===== src/rtl/pwm_capture.sv =====
// pwm_capture: measures an external PWM waveform.
//   After each complete period it reports the period and the high time in clk cycles,
//   and the duty quantised to DUTY_W bits: floor(high * 2^DUTY_W / period).
//
// Ports
//   clk         in   1       system clock, all logic on posedge
//   rst         in   1       asynchronous, active-high reset
//   pwm_in      in   1       asynchronous PWM input
//   duty_cycle  out  DUTY_W  quantised duty of the last complete period
//   high_time   out  CNT_W   high cycles of the last complete period
//   period      out  CNT_W   cycles between the last two rising edges
//   valid       out  1       1-cycle pulse when the three results update
//   overrun     out  1       1-cycle pulse: period completed while divider busy, dropped
//   timeout     out  1       level: no rising edge for 2^CNT_W-1 cycles
//
// state | meaning
// ARM   | waiting for the first rise (after reset or timeout); that rise only reloads
// MEAS  | counting a period; the next rise snapshots period/high and starts the divide
// DIV   | restoring divide, one quotient bit per cycle; results register on the last
module pwm_capture #(
  parameter int CNT_W  = 16,
  parameter int DUTY_W = 3
) (
  input  logic              clk,
  input  logic              rst,
  input  logic              pwm_in,
  output logic [DUTY_W-1:0] duty_cycle,
  output logic [CNT_W-1:0]  high_time,
  output logic [CNT_W-1:0]  period,
  output logic              valid,
  output logic              overrun,
  output logic              timeout
);

  localparam logic [CNT_W-1:0] CNT_MAX = '1;
  localparam int DC_W = (DUTY_W > 1) ? $clog2(DUTY_W) : 1;
  localparam logic [DC_W-1:0] DC_LAST = DC_W'(DUTY_W - 1);

  typedef enum logic [1:0] {ARM, MEAS, DIV} state_t;
  state_t state, state_nxt;

  logic sync1, sync2, prev;
  logic rise, sat;
  logic [CNT_W-1:0] per_cnt, hi_cnt, per_snap, hi_snap;
  logic [CNT_W:0] rem, rem_sh, rem_nxt, per_ext;
  logic [DUTY_W-1:0] quo, quo_nxt;
  logic [DC_W-1:0] div_cnt;
  logic q_bit;
  logic do_snap, do_done, do_to, do_ovr;

  assign rise = sync2 & ~prev;
  // A rise in the same cycle as saturation is a legitimate full-length period.
  assign sat  = (per_cnt == CNT_MAX) & ~rise;

  // Remainder stays below the divisor, so the shifted value fits in CNT_W+1 bits.
  assign per_ext = {1'b0, per_snap};
  assign rem_sh  = rem << 1;
  assign q_bit   = (rem_sh >= per_ext);
  assign rem_nxt = q_bit ? (rem_sh - per_ext) : rem_sh;
  assign quo_nxt = (quo << 1) | DUTY_W'(q_bit);

  always_ff @(posedge clk or posedge rst) begin
    if (rst) begin
      sync1 <= 1'b0;
      sync2 <= 1'b0;
      prev  <= 1'b0;
    end else begin
      sync1 <= pwm_in;
      sync2 <= sync1;
      prev  <= sync2;
    end
  end

  // Counters saturate at CNT_MAX; the high counter freezes with the period counter
  // so it can never wrap past it.
  always_ff @(posedge clk or posedge rst) begin
    if (rst) begin
      per_cnt <= '0;
      hi_cnt  <= '0;
    end else if (rise) begin
      per_cnt <= CNT_W'(1);
      hi_cnt  <= CNT_W'(1);
    end else if (per_cnt != CNT_MAX) begin
      per_cnt <= per_cnt + CNT_W'(1);
      hi_cnt  <= hi_cnt + CNT_W'(sync2);
    end
  end

  always_ff @(posedge clk or posedge rst) begin
    if (rst) state <= ARM;
    else     state <= state_nxt;
  end

  always_comb begin
    state_nxt = state;
    do_snap   = 1'b0;
    do_done   = 1'b0;
    do_to     = 1'b0;
    do_ovr    = 1'b0;
    case (state)
      ARM: begin
        if (rise) state_nxt = MEAS;
        else if (sat && !timeout) do_to = 1'b1;
      end
      MEAS: begin
        if (rise) begin
          do_snap   = 1'b1;
          state_nxt = DIV;
        end else if (sat) begin
          do_to     = 1'b1;
          state_nxt = ARM;
        end
      end
      DIV: begin
        // The running divide always completes; a pending timeout is seen from MEAS.
        do_ovr = rise;
        if (div_cnt == DC_LAST) begin
          do_done   = 1'b1;
          state_nxt = MEAS;
        end
      end
      default: state_nxt = ARM;
    endcase
  end

  always_ff @(posedge clk or posedge rst) begin
    if (rst) begin
      per_snap <= '0;
      hi_snap  <= '0;
      rem      <= '0;
      quo      <= '0;
      div_cnt  <= '0;
    end else if (do_snap) begin
      per_snap <= per_cnt;
      hi_snap  <= hi_cnt;
      rem      <= {1'b0, hi_cnt};
      quo      <= '0;
      div_cnt  <= '0;
    end else if (state == DIV) begin
      rem      <= rem_nxt;
      quo      <= quo_nxt;
      div_cnt  <= div_cnt + DC_W'(1);
    end
  end

  always_ff @(posedge clk or posedge rst) begin
    if (rst) begin
      duty_cycle <= '0;
      high_time  <= '0;
      period     <= '0;
      valid      <= 1'b0;
      overrun    <= 1'b0;
      timeout    <= 1'b0;
    end else begin
      valid   <= do_done;
      overrun <= do_ovr;
      if (rise)       timeout <= 1'b0;
      else if (do_to) timeout <= 1'b1;
      if (do_done) begin
        duty_cycle <= quo_nxt;
        high_time  <= hi_snap;
        period     <= per_snap;
      end else if (do_to) begin
        duty_cycle <= sync2 ? '1 : '0;
      end
    end
  end

endmodule


===== config.mk =====
export PLATFORM = sky130hd
export DESIGN_NAME = pwm_capture
export DESIGN_NICKNAME = d
export VERILOG_FILES = /design/src/rtl/pwm_capture.sv
export SDC_FILE = /design/constraint.sdc
export NUM_CORES = 1
export LEC_CHECK = 0
export ABC_AREA = 1
export CORE_ASPECT_RATIO = 0.8
export CORE_MARGIN = 3
export CORE_UTILIZATION = 64
export CTS_BUF_LIST = sky130_fd_sc_hd__clkbuf_16
export DETAILED_ROUTE_END_ITERATION = 8
export HOLD_SLACK_MARGIN = 0.05
export MAX_ROUTING_LAYER = met4
export PLACE_DENSITY = 0.85
export SKIP_LAST_GASP = 1
export SLEW_MARGIN = 20
export SYNTH_ARGS = -nofsm -noshare
export SYNTH_HDL_FRONTEND = slang
export SYNTH_SLANG_ARGS = --single-unit

===== constraint.sdc =====
create_clock -name clk -period 10.4 [get_ports clk]
set_input_delay 1.56 -clock clk [delete_from_list [all_inputs] [get_ports clk]]
set_output_delay 1.56 -clock clk [all_outputs]
set_load 0.03 [all_outputs]

# Yosys cells after proc, flatten, opt, wreduce, memory -nomap -nowiden
# Cells that the tools add are included.
# W data, S select, Z words.
# classes
n_lt_le_gt_ge	1
n_reduce_logical	8
addsub	4
mux	31
bitwise_logic	5
eq_ne	8
# ops
operator	n
$mux W16	7
$ge A17 B16 Y1	1
$add A16 B1 Y16	1
$add A16 B1 Y16 const B	1
$eq A16 B16 Y1 const B	1
$mux W2	8
$ne A16 B16 Y1 const B	1
$sub A16 B16 Y16	1
$mux W1	11
$mux W3	3
$reduce_bool A2 Y1	4
$pmux W2 S3	1
$eq A2 B2 Y1 const B	2
$ne A2 B2 Y1 const B	2
$ne A3 B3 Y1 const B	1
$or A3 B1 Y3	1
$reduce_and A3 Y1	1
$add A2 B1 Y2 const B	1
$and A1 B1 Y1	2
$eq A2 B1 Y1 const B	1
$logic_not A2 Y1	1
$not A1 Y1	2
$pmux W1 S2	1
$logic_and A1 B1 Y1	1
$logic_not A1 Y1	1
# word_totals
wordCells	74
regBits	127
out_inout_bits	38
input_bits	3

# Longest topological paths before layout
# Gate-level depths: netlist of the first run.
# logic_depth
depth_word	10
ltp_mapped	15
depth_no_buf	14

# Worst setup path before layout of the first run
# No wires, ideal clock.
# synth_path
path_kind	register to output
startpoint	register timeout
endpoint	output timeout
stages_incl_launch_ff	1
t_required_ps	8840
arrival_time_ps	496
path_buffers	0
slack_ps	8344
cell_sequence	dfrtp_1
# synth_rtl
item	line	rtl
from (decl)	32	output logic timeout
from (signal assigned)	153	timeout <= 1'b0;
from (signal assigned)	157	if (rise) timeout <= 1'b0;
from (signal assigned)	158	else if (do_to) timeout <= 1'b1;
# No word-level cell between the ends.

# Final worst setup path of the first run
# layout_path
startpoint	register sync2
endpoint	register rem[0]
# layout_via
elab_chain_cells	4
elab_cells_between_ends	5
classes_between	mux: 3; bitwise: 1; reduce/logical: 1
# layout_lines
item	line	rtl
from (decl)	42	logic sync1, sync2, prev;
from (signal assigned)	69	sync2 <= sync1;
$and A1 B1 Y1 (*)	51	assign rise = sync2 & ~prev;
$mux W1 (*)	106	if (rise) begin
$mux W1 (*)	100	case (state)
$mux W16 / $reduce_bool A2 Y1 (equally long branches)	-	
to (signal assigned)	136	rem <= {1'b0, hi_cnt};
to (signal assigned)	140	rem <= rem_nxt;
to (decl)	45	logic [CNT_W:0] rem, rem_sh, rem_nxt, per_ext;
# Every way passes the cells marked *; elsewhere a longest branch is shown, timed or not.
# A chain may end at the register's enable or synchronous reset.

==> metrics.txt, run 1 <==
# TYPE chip_impl_metric gauge
chip_impl_info{name="run_status",value="finished clean"} 1
chip_impl_metric{name="synth_seq_area_share",unit=""} 0.470
chip_impl_metric{name="finalHoldWorstSlack",unit="ns"} 0.375
chip_impl_metric{name="post-cts-setup-buffers",unit=""} 0
chip_impl_metric{name="num_io_pins",unit=""} 41
chip_impl_metric{name="remaining_drc_errors",unit=""} 0
chip_impl_info{name="worst_setup_path_start_kind",value="flip-flop"} 1
chip_impl_metric{name="powerDensity",unit="nW/um^2"} 277
chip_impl_metric{name="report.final.setup_viol",unit=""} 0
chip_impl_metric{name="worst_clock_skew_on_the_final_layout",unit="ns"} 0.0131
chip_impl_metric{name="die_w",unit="microns"} 121
chip_impl_metric{name="groute.usage.overall",unit=""} 0.321
chip_impl_info{name="cell_family_contributing_the_most_delay_on_the_critical_path",value="simple AND/OR/NAND/NOR gates"} 1
chip_impl_metric{name="finalNonFillerCells",unit=""} 1076
chip_impl_metric{name="avgRoutedWirePerCell",unit="microns"} 16.4
chip_impl_metric{name="yosysWarnings",unit=""} 0
chip_impl_metric{name="maxSlewHeadroom",unit=""} 0.435
chip_impl_metric{name="via_per_inst",unit=""} 5.65
chip_impl_info{name="post_synth_most_frequent_cells",value="sky130_fd_sc_hd__nand2_1 (271), sky130_fd_sc_hd__inv_1 (138), sky130_fd_sc_hd__dfrtp_1 (127)"} 1
chip_impl_metric{name="design_area",unit="sq um"} 7860
chip_impl_metric{name="cap_viol_max_count",unit=""} 0
chip_impl_metric{name="crit_required",unit="ns"} 10.70
chip_impl_metric{name="dp_hpwl",unit="microns"} 12400
chip_impl_info{name="synth_top_cell_by_area",value="sky130_fd_sc_hd__dfrtp_1"} 1
chip_impl_metric{name="grt_remaining_overflow",unit=""} 0
chip_impl_info{name="cts.root.buffer_cell",value="sky130_fd_sc_hd__clkbuf_16"} 1
chip_impl_info{name="main_area_contributors_after_synthesis",value="sky130_fd_sc_hd__dfrtp_1 (47%), sky130_fd_sc_hd__nand2_1 (15%), sky130_fd_sc_hd__inv_1 (7.7%)"} 1
chip_impl_info{name="cts_tree",value="yes"} 1
chip_impl_metric{name="dr.first_iter.drc_count",unit=""} 712
chip_impl_metric{name="cts.clk_slew.worst_paths",unit="ns"} 0.06
chip_impl_metric{name="num-nets-final",unit=""} 951
chip_impl_metric{name="top_cell_type_s_share_of_synthesized_area",unit=""} 0.470
chip_impl_metric{name="timing.final.crit_period",unit="ns"} 3.39
chip_impl_metric{name="antenna_found_initial",unit=""} 0
chip_impl_info{name="timing.critical_path.slowest_stage_cell",value="sky130_fd_sc_hd__nand2_1"} 1
chip_impl_metric{name="drt.antenna.violating_nets",unit=""} 0
chip_impl_metric{name="worstPathArrival",unit="ns"} 3.69
chip_impl_metric{name="grt_pass1_wl",unit="microns"} 29200
chip_impl_metric{name="std_cell_rows",unit=""} 32
chip_impl_metric{name="post-place-cells",unit=""} 1044
chip_impl_metric{name="period_utilisation_layout",unit=""} 0.326
chip_impl_metric{name="grtUsageMet3",unit=""} 0.0539
chip_impl_metric{name="synth_seq_cells",unit=""} 127
chip_impl_info{name="post-synth-top-count-cell",value="sky130_fd_sc_hd__nand2_1"} 1
chip_impl_metric{name="timing.critical_path.slowest_cell_delay",unit="ns"} 0.74
chip_impl_metric{name="syn-cell-area",unit="sq um"} 6760
chip_impl_metric{name="utilization",unit=""} 0.789
chip_impl_metric{name="max_slew.worst_pin.slew",unit="ns"} 0.846
chip_impl_metric{name="detail_route.wirelength",unit="microns"} 17700
chip_impl_metric{name="cts_max_path_buffers",unit=""} 2
chip_impl_metric{name="synth-async-reset-ratio",unit=""} 1.00
chip_impl_metric{name="antennaDiodeCount",unit=""} 0
chip_impl_metric{name="dr.pass1.iters",unit=""} 5
chip_impl_metric{name="floorplan.initialDensity",unit=""} 0.678
chip_impl_info{name="grt-busiest-layer",value="met2"} 1
chip_impl_metric{name="placed_area",unit="sq um"} 7230
chip_impl_metric{name="synth.avg_cell_area",unit="sq um"} 7.60
chip_impl_metric{name="power",unit="mW"} 2.18
chip_impl_metric{name="clock_insertion_delay_worst_skew",unit="ns"} 0.41
chip_impl_metric{name="area_growth_syn_to_layout",unit="%"} 16.3
chip_impl_metric{name="mappedNetlistNets",unit=""} 913
chip_impl_info{name="min_path_type",value="reg2reg"} 1
chip_impl_metric{name="final_layout_size_suffix_gt1_frac",unit=""} 0.0798
chip_impl_info{name="cp-end-kind",value="flip-flop"} 1
chip_impl_info{name="synth_ff_type",value="sky130_fd_sc_hd__dfrtp_1"} 1
chip_impl_info{name="grt_setup_unrepaired",value="false"} 1
chip_impl_metric{name="post_cts_hold_buffer_count",unit=""} 0
chip_impl_metric{name="critical_path_buf_inv_count",unit=""} 3
chip_impl_metric{name="coreArea",unit="sq um"} 9970
chip_impl_metric{name="syn-instance-count",unit=""} 889
chip_impl_info{name="worst-setup-path-type",value="reg2reg"} 1
chip_impl_metric{name="dieHeight",unit="microns"} 97.9
chip_impl_metric{name="numClockSinks",unit=""} 127
chip_impl_metric{name="synth_edf_count",unit=""} 0
chip_impl_metric{name="p_leak",unit="nW"} 3.92
chip_impl_metric{name="dpl_worst_slack",unit="ns"} 6.94
chip_impl_metric{name="fillers",unit=""} 653
chip_impl_metric{name="gpl.final_weighted_congestion",unit=""} 0.933
chip_impl_metric{name="timing.final.max_slew_violations",unit=""} 0
chip_impl_metric{name="cts_inserted_buffers",unit=""} 17
chip_impl_info{name="crit_path_cell_chain",value="inv_1, nor2_1, nand2_1, inv_2, nor2_1, inv_2, o21ai_0, o21bai_1"} 1
chip_impl_metric{name="grt.met2_usage",unit=""} 0.482
chip_impl_metric{name="h-tree-depth",unit=""} 4
chip_impl_metric{name="fmax",unit="MHz"} 295
chip_impl_metric{name="post-route-worst-setup-slack",unit="ns"} 7.01
chip_impl_metric{name="synth_cell_types",unit=""} 40
chip_impl_metric{name="maximum_fanout_count_along_the_critical_path",unit=""} 37
chip_impl_metric{name="final.setup.tns",unit="ns"} 0
chip_impl_metric{name="buffer_ports.inserted",unit=""} 40
chip_impl_metric{name="final-hold-violation-count",unit=""} 0
chip_impl_metric{name="post_cts_resized",unit=""} 0
chip_impl_metric{name="number_of_global_route_vias_before_repair",unit=""} 5727
chip_impl_metric{name="die_outline_area",unit="sq um"} 11800
chip_impl_metric{name="use_met1",unit=""} 0.450
chip_impl_metric{name="vdd.ir_drop.worst",unit="mV"} 0.154
chip_impl_metric{name="routed-via-count",unit=""} 6076
chip_impl_metric{name="largest_net_degree_at_the_start_of_global_routing",unit=""} 66
[power by group]
group / internal (mW) / switching, mW / total (mW)
clock: 0.405 / 0.231 / 0.636
sequential: 0.576 / 0.0776 / 0.653
combinational: 0.292 / 0.595 / 0.887
[kinds of logic after synthesis]
logic type / share of synthesized area
flops: 0.470
xor+xnor: 0.0130
fa+ha+maj: 0.0400
simple gates: 0.277
buf+inv: 0.101
compound gates: 0.0992
[layout by cell type, fill, tap and decap left out, types with 17 or more instances in the layout]
master / netlist / layout
sky130_fd_sc_hd__a21oi_1: 17 / 17
sky130_fd_sc_hd__clkbuf_16: 0 / 17
sky130_fd_sc_hd__clkdlybuf4s50_1: 0 / 40
sky130_fd_sc_hd__dfrtp_1: 127 / 127
sky130_fd_sc_hd__ha_1: 20 / 20
sky130_fd_sc_hd__inv_1: 138 / 137
sky130_fd_sc_hd__nand2_1: 271 / 271
sky130_fd_sc_hd__nand3_1: 54 / 54
sky130_fd_sc_hd__nor2_1: 43 / 43
sky130_fd_sc_hd__o21ai_0: 96 / 96
[state kept, by name, summed over array words and instances (netlist names)]
signal,flops
per_cnt,16
state,2
quo,2
hi_cnt,16
duty_cycle,3
per_snap,16
valid,1
prev,1
overrun,1
div_cnt,2
period,16
sync2,1
rem,16
hi_snap,16
timeout,1
high_time,16
sync1,1
[metal layers]
metal,up-vias,wire length [microns]
li1,2883,-
met1,2848,7730
met2,295,8030
met3,50,1450
met4,0,449
met5,-,0
[final timing paths]
check	startpoint	endpoint	slack (ns)	depth (start not counted)
max	sync2$_DFF_PP0_	rem[0]$_DFFE_PP0P_	7.01	8
min	sync1$_DFF_PP0_	sync2$_DFF_PP0_	0.37	0
max reg2reg	sync2$_DFF_PP0_	rem[0]$_DFFE_PP0P_	7.01	8
min reg2reg	sync1$_DFF_PP0_	sync2$_DFF_PP0_	0.37	0
max in group asynchronous	rst	high_time[3]$_DFFE_PP0P_	7.46	3
min in group asynchronous	rst	per_cnt[12]$_DFFE_PP0P_	1.65	2
[final cells by class]
class | count | area, sq um | share of cell area
Sequential cell | 127 | 3180 | 0.404
Multi-Input combinational cell | 589 | 2900 | 0.369
Inverter | 150 | 566 | 0.0719
Clock buffer | 17 | 425 | 0.0541
Timing Repair Buffer | 42 | 415 | 0.0528
Clock inverter | 15 | 206 | 0.0263
Tap cell | 136 | 170 | 0.0216
(Power assumes the default switching activity.)
==> inputs of run 2 (changes only) <==
- CORE_UTILIZATION: 64 -> 54
- PLACE_DENSITY: 0.85 -> 0.76
- clock period: 10.4 -> 2.9 ns (I/O delays scaled with it)
==> metrics.txt, run 2 (synthesis gave the netlist of run 1 again) <==
# TYPE chip_impl_metric gauge
chip_impl_metric{name="h-tree-depth",unit=""} 4
chip_impl_metric{name="clock_insertion_delay_worst_skew",unit="ns"} 0.42
chip_impl_metric{name="antennaDiodeCount",unit=""} 0
chip_impl_metric{name="buffer_ports.inserted",unit=""} 40
chip_impl_metric{name="dr.first_iter.drc_count",unit=""} 554
chip_impl_metric{name="maxSlewHeadroom",unit=""} 0.502
chip_impl_info{name="min_path_type",value="reg2reg"} 1
chip_impl_metric{name="vdd.ir_drop.worst",unit="mV"} 0.609
chip_impl_info{name="cell_family_contributing_the_most_delay_on_the_critical_path",value="simple AND/OR/NAND/NOR gates"} 1
chip_impl_metric{name="number_of_global_route_vias_before_repair",unit=""} 5361
chip_impl_metric{name="routed-via-count",unit=""} 5779
chip_impl_metric{name="post-cts-setup-buffers",unit=""} 0
chip_impl_metric{name="grt_remaining_overflow",unit=""} 0
chip_impl_info{name="mostFrequentLayoutCells",value="sky130_fd_sc_hd__nand2_1 (271), sky130_fd_sc_hd__inv_1 (136), sky130_fd_sc_hd__dfrtp_1 (127), sky130_fd_sc_hd__o21ai_0 (96), sky130_fd_sc_hd__nand3_1 (54)"} 1
chip_impl_metric{name="timing.final.max_slew_violations",unit=""} 0
chip_impl_metric{name="critical_path_buf_inv_count",unit=""} 1
chip_impl_metric{name="cap_viol_max_count",unit=""} 0
chip_impl_metric{name="powerDensity",unit="nW/um^2"} 962
chip_impl_metric{name="coreArea",unit="sq um"} 11900
chip_impl_metric{name="post_cts_hold_buffer_count",unit=""} 0
chip_impl_metric{name="num_io_pins",unit=""} 41
chip_impl_metric{name="groute.usage.overall",unit=""} 0.260
chip_impl_metric{name="detail_route.wirelength",unit="microns"} 16600
chip_impl_info{name="cts_tree",value="yes"} 1
chip_impl_info{name="cts.root.buffer_cell",value="sky130_fd_sc_hd__clkbuf_16"} 1
chip_impl_metric{name="utilization",unit=""} 0.667
chip_impl_info{name="mostFrequentLayoutCell",value="sky130_fd_sc_hd__nand2_1"} 1
chip_impl_metric{name="crit_required",unit="ns"} 3.20
chip_impl_info{name="grt_setup_unrepaired",value="false"} 1
chip_impl_metric{name="die_w",unit="microns"} 131
chip_impl_metric{name="remaining_drc_errors",unit=""} 0
chip_impl_metric{name="fmax",unit="MHz"} 449
chip_impl_metric{name="floorplan.initialDensity",unit=""} 0.570
chip_impl_metric{name="fillers",unit=""} 987
chip_impl_metric{name="post_cts_resized",unit=""} 0
chip_impl_metric{name="via_per_inst",unit=""} 5.20
chip_impl_info{name="crit_path_cell_chain",value="inv_1, ha_1, nand2_1, nand2_1, nand2_1, nand2_1, nand2_1, nand2_1, nor2_4, nand2_4, nand2_1, nand2_1, nand2_1, nand2_1"} 1
chip_impl_metric{name="cts_max_path_buffers",unit=""} 2
chip_impl_metric{name="dr.pass1.iters",unit=""} 6
chip_impl_metric{name="gpl.final_weighted_congestion",unit=""} 0.943
chip_impl_metric{name="final_layout_size_suffix_gt1_frac",unit=""} 0.0847
chip_impl_metric{name="cts_inserted_buffers",unit=""} 17
chip_impl_metric{name="dp_hpwl",unit="microns"} 12100
chip_impl_metric{name="final-hold-violation-count",unit=""} 0
chip_impl_metric{name="num-nets-final",unit=""} 956
chip_impl_metric{name="report.final.setup_viol",unit=""} 0
chip_impl_metric{name="timing.final.crit_period",unit="ns"} 2.23
chip_impl_metric{name="period_utilisation_layout",unit=""} 0.769
chip_impl_info{name="run_status",value="finished clean"} 1
chip_impl_metric{name="std_cell_rows",unit=""} 35
chip_impl_metric{name="largest_net_degree_at_the_start_of_global_routing",unit=""} 97
chip_impl_metric{name="timing.critical_path.slowest_cell_delay",unit="ns"} 0.38
chip_impl_info{name="worst-setup-path-type",value="reg2reg"} 1
chip_impl_metric{name="final.setup.tns",unit="ns"} 0
chip_impl_metric{name="numClockSinks",unit=""} 127
chip_impl_metric{name="grt_pass1_wl",unit="microns"} 27400
chip_impl_metric{name="antenna_found_initial",unit=""} 0
chip_impl_metric{name="cts.clk_slew.worst_paths",unit="ns"} 0.06
chip_impl_metric{name="die_outline_area",unit="sq um"} 13900
chip_impl_metric{name="drt.antenna.violating_nets",unit=""} 0
chip_impl_metric{name="area_growth_syn_to_layout",unit="%"} 17.2
chip_impl_info{name="crit_path_frequent_cell",value="sky130_fd_sc_hd__nand2_1"} 1
chip_impl_info{name="worst_setup_path_start_kind",value="flip-flop"} 1
chip_impl_metric{name="dieHeight",unit="microns"} 106
chip_impl_metric{name="p_leak",unit="nW"} 3.92
chip_impl_info{name="timing.critical_path.slowest_stage_cell",value="sky130_fd_sc_hd__dfrtp_1"} 1
chip_impl_metric{name="maximum_fanout_count_along_the_critical_path",unit=""} 17
chip_impl_metric{name="worst_clock_skew_on_the_final_layout",unit="ns"} 0.00917
chip_impl_info{name="cp-end-kind",value="flip-flop"} 1
chip_impl_metric{name="max_slew.worst_pin.slew",unit="ns"} 0.744
chip_impl_metric{name="avgRoutedWirePerCell",unit="microns"} 14.9
chip_impl_metric{name="worstPathArrival",unit="ns"} 2.53
==> run 2: layer usage <==
metal	track usage	wire [microns]	vias up
li1	-	-	2897
met1	0.381	8240	2688
met2	0.372	7270	176
met3	0.0397	829	18
met4	0.0808	248	0
met5	-	0	-
==> run 2: per-stage QoR <==
step	instances	hold WS [ns]	power [mW]	setup WS (ns)	cell area [sq um]
floorplan	889	0.331	4.65	0.898	6760
global placement	1079	0.353	5.39	0.710	7320
detailed placement	1079	0.354	5.41	0.686	7320
CTS	1111	0.376	7.60	0.677	7920
global route	1111	0.382	8.18	0.422	7920
finish	1111	0.370	7.62	0.671	7920
==> run 2: worst paths after layout <==
| kind | cells past startpoint | startpoint | end | slack, ns |
|---|---|---|---|---|
| worst min-delay path | 0 | sync1$_DFF_PP0_ | sync2$_DFF_PP0_ | 0.37 |
| worst min register to register | 0 | sync1$_DFF_PP0_ | sync2$_DFF_PP0_ | 0.37 |
| worst max-delay path | 14 | per_snap[10]$_DFFE_PP0P_ | rem[14]$_DFFE_PP0P_ | 0.67 |
| min in group asynchronous | 3 | rst | per_cnt[13]$_DFFE_PP0P_ | 0.48 |
| worst max register to register | 14 | per_snap[10]$_DFFE_PP0P_ | rem[14]$_DFFE_PP0P_ | 0.67 |
| max in group asynchronous | 3 | rst | hi_snap[7]$_DFFE_PP0P_ | 1.97 |
==> run 2: final cells by class <==
class                   instances  area (sq um)  share of cell area
clock buffers                  17           425              0.0537
repair buffers                 47           465              0.0588
well taps                     166           208              0.0262
flip-flops and latches        127          3180               0.401
multi-input cells             589          2900               0.366
clock inverters                15           174              0.0220
inverters                     150           567              0.0716
==> run 2: report_power, final <==
| part | internal [mW] | switching (mW) |
|---|---|---|
| clock | 1.29 | 0.871 |
| sequential | 2.06 | 0.254 |
| combinational | 1.06 | 2.08 |
==> inputs of run 3 (changes only) <==
- CORE_UTILIZATION: 54 -> 60
- PLACE_DENSITY: 0.76 -> 0.8
- clock period: 2.9 -> 2.3 ns (I/O delays scaled with it)
==> metrics.txt, run 3 (synthesis gave the netlist of run 1 again) <==
# TYPE chip_impl_metric gauge
chip_impl_metric{name="fmax",unit="MHz"} 462
chip_impl_info{name="worst_setup_path_start_kind",value="flip-flop"} 1
chip_impl_metric{name="routed-via-count",unit=""} 5990
chip_impl_metric{name="crit_required",unit="ns"} 2.65
chip_impl_metric{name="grt_remaining_overflow",unit=""} 0
chip_impl_metric{name="total_switching_power",unit="mW"} 4.12
chip_impl_metric{name="switching_share",unit=""} 0.415
chip_impl_metric{name="post_cts_hold_buffer_count",unit=""} 0
chip_impl_info{name="worst-setup-path-type",value="reg2reg"} 1
chip_impl_info{name="min_path_type",value="in2async"} 1
chip_impl_metric{name="area_growth_syn_to_layout",unit="%"} 18.2
chip_impl_metric{name="cts_inserted_buffers",unit=""} 17
chip_impl_metric{name="num_io_pins",unit=""} 41
chip_impl_metric{name="internal_power",unit="mW"} 5.82
chip_impl_info{name="mostFrequentLayoutCells",value="sky130_fd_sc_hd__nand2_1 (271), sky130_fd_sc_hd__inv_1 (137), sky130_fd_sc_hd__dfrtp_1 (127), sky130_fd_sc_hd__o21ai_0 (96), sky130_fd_sc_hd__nand3_1 (54)"} 1
chip_impl_metric{name="final.setup.tns",unit="ns"} 0
chip_impl_metric{name="vdd.ir_drop.worst",unit="mV"} 0.719
chip_impl_metric{name="worst_clock_skew_on_the_final_layout",unit="ns"} 0.0116
chip_impl_metric{name="final_layout_size_suffix_gt1_frac",unit=""} 0.0914
chip_impl_metric{name="die_w",unit="microns"} 125
chip_impl_metric{name="dieHeight",unit="microns"} 101
chip_impl_metric{name="groute.usage.overall",unit=""} 0.302
chip_impl_metric{name="antennaDiodeCount",unit=""} 0
chip_impl_metric{name="floorplan.initialDensity",unit=""} 0.618
chip_impl_metric{name="h-tree-depth",unit=""} 4
chip_impl_info{name="run_status",value="finished clean"} 1
chip_impl_metric{name="drt.antenna.violating_nets",unit=""} 0
chip_impl_metric{name="largest_net_degree_at_the_start_of_global_routing",unit=""} 78
chip_impl_metric{name="avgRoutedWirePerCell",unit="microns"} 16.2
chip_impl_metric{name="post_cts_resized",unit=""} 0
chip_impl_metric{name="remaining_drc_errors",unit=""} 0
chip_impl_metric{name="cts.clk_slew.worst_paths",unit="ns"} 0.06
chip_impl_metric{name="coreArea",unit="sq um"} 10900
chip_impl_metric{name="dp_hpwl",unit="microns"} 12800
chip_impl_metric{name="gpl.final_weighted_congestion",unit=""} 0.929
chip_impl_metric{name="dr.first_iter.drc_count",unit=""} 546
chip_impl_metric{name="buffer_ports.inserted",unit=""} 40
chip_impl_metric{name="detail_route.wirelength",unit="microns"} 17800
chip_impl_metric{name="maxSlewHeadroom",unit=""} 0.716
chip_impl_metric{name="report.final.setup_viol",unit=""} 0
chip_impl_info{name="cp-end-kind",value="flip-flop"} 1
chip_impl_info{name="cts_tree",value="yes"} 1
chip_impl_metric{name="finalHoldWorstSlack",unit="ns"} 0.202
chip_impl_metric{name="clockPowerShare",unit=""} 0.290
chip_impl_metric{name="period_utilisation_layout",unit=""} 0.942
chip_impl_metric{name="timing.final.max_slew_violations",unit=""} 0
chip_impl_metric{name="timing.final.crit_period",unit="ns"} 2.17
chip_impl_metric{name="p_leak",unit="nW"} 3.97
chip_impl_metric{name="num-nets-final",unit=""} 963
chip_impl_metric{name="numClockSinks",unit=""} 127
chip_impl_metric{name="power.share.sequential",unit=""} 0.295
chip_impl_info{name="grt_setup_unrepaired",value="false"} 1
chip_impl_metric{name="via_per_inst",unit=""} 5.47
chip_impl_info{name="mostFrequentLayoutCell",value="sky130_fd_sc_hd__nand2_1"} 1
chip_impl_metric{name="number_of_global_route_vias_before_repair",unit=""} 5704
chip_impl_metric{name="clock_insertion_delay_worst_skew",unit="ns"} 0.42
chip_impl_metric{name="max_slew.worst_pin.slew",unit="ns"} 0.426
chip_impl_metric{name="powerDensity",unit="nW/um^2"} 1240
chip_impl_metric{name="antenna_found_initial",unit=""} 0
chip_impl_metric{name="final-hold-violation-count",unit=""} 0
chip_impl_metric{name="maximum_fanout_count_along_the_critical_path",unit=""} 17
chip_impl_metric{name="die_outline_area",unit="sq um"} 12600
chip_impl_metric{name="std_cell_rows",unit=""} 34
chip_impl_metric{name="part_of_the_power_in_combinational_logic",unit=""} 0.415
chip_impl_metric{name="post-cts-setup-buffers",unit=""} 0
chip_impl_metric{name="grt_pass1_wl",unit="microns"} 29200
chip_impl_metric{name="cap_viol_max_count",unit=""} 0
chip_impl_info{name="cts.root.buffer_cell",value="sky130_fd_sc_hd__clkbuf_16"} 1
chip_impl_metric{name="worstPathArrival",unit="ns"} 2.52
chip_impl_metric{name="cts_max_path_buffers",unit=""} 2
chip_impl_metric{name="dr.pass1.iters",unit=""} 5
[run 3: worst max-delay path, stage by stage, from the launching register on]
cell,delay [ns]
sky130_fd_sc_hd__dfrtp_1,0.44
sky130_fd_sc_hd__ha_1,0.42
sky130_fd_sc_hd__nand2_1,0.11
sky130_fd_sc_hd__inv_2,0.07
sky130_fd_sc_hd__nand2_1,0.12
sky130_fd_sc_hd__nor4_2,0.26
sky130_fd_sc_hd__nand2_2,0.14
sky130_fd_sc_hd__nand2_4,0.19
sky130_fd_sc_hd__nand2_1,0.15
sky130_fd_sc_hd__nand2_1,0.09
sky130_fd_sc_hd__nand2_1,0.05
sky130_fd_sc_hd__nand2_1,0.06
[run 3: worst paths after layout]
| path | cells after the start | start | slack [ns] | endpoint |
|---|---|---|---|---|
| worst min register to register | 0 | sync1$_DFF_PP0_ | 0.36 | sync2$_DFF_PP0_ |
| min in group clk | 0 | sync1$_DFF_PP0_ | 0.36 | sync2$_DFF_PP0_ |
| worst max register to register | 11 | rem[8]$_DFFE_PP0P_ | 0.13 | rem[14]$_DFFE_PP0P_ |
| max in group asynchronous | 3 | rst | 1.44 | rem[2]$_DFFE_PP0P_ |
| worst max-delay path | 11 | rem[8]$_DFFE_PP0P_ | 0.13 | rem[14]$_DFFE_PP0P_ |
| worst min-delay path | 2 | rst | 0.20 | per_cnt[11]$_DFFE_PP0P_ |
[run 3: layout make-up]
class / count / area, sq um
Clock buffer: 17 / 425
Clock inverter: 15 / 208
Fill cell: 852 / 2940
Inverter: 150 / 567
Multi-Input combinational cell: 589 / 2900
Sequential cell: 127 / 3180
Tap cell: 144 / 180
Timing Repair Buffer: 54 / 531
[run 3: power groups by stage]
stage / logic [mW] / clock network (mW) / registers [mW]
floorplan: 2.87 / 0 / 3.00
global placement: 3.98 / 0 / 2.94
detailed placement: 4.01 / 0 / 2.95
CTS: 4.08 / 2.90 / 2.92
global route: 4.59 / 3.00 / 2.97
finish: 4.12 / 2.88 / 2.94
[run 3: stage by stage]
stage	power, mW	instance area, sq um	instances	setup WS (ns)	utilization
CTS	9.89	7990	1096	0.153	0.731
floorplan	5.86	6760	889	0.388	-
global route	10.6	7990	1096	0.00565	0.731
global placement	6.92	7360	1064	0.217	0.673
finish	9.94	7990	1096	0.134	0.731
detailed placement	6.96	7360	1064	0.202	0.673
[run 3: metal layers]
layer / global-route usage / wire length (microns)
met4: 0.0910 / 301
met1: 0.410 / 8320
met3: 0.0630 / 1100
met5: - / 0
met2: 0.463 / 8040
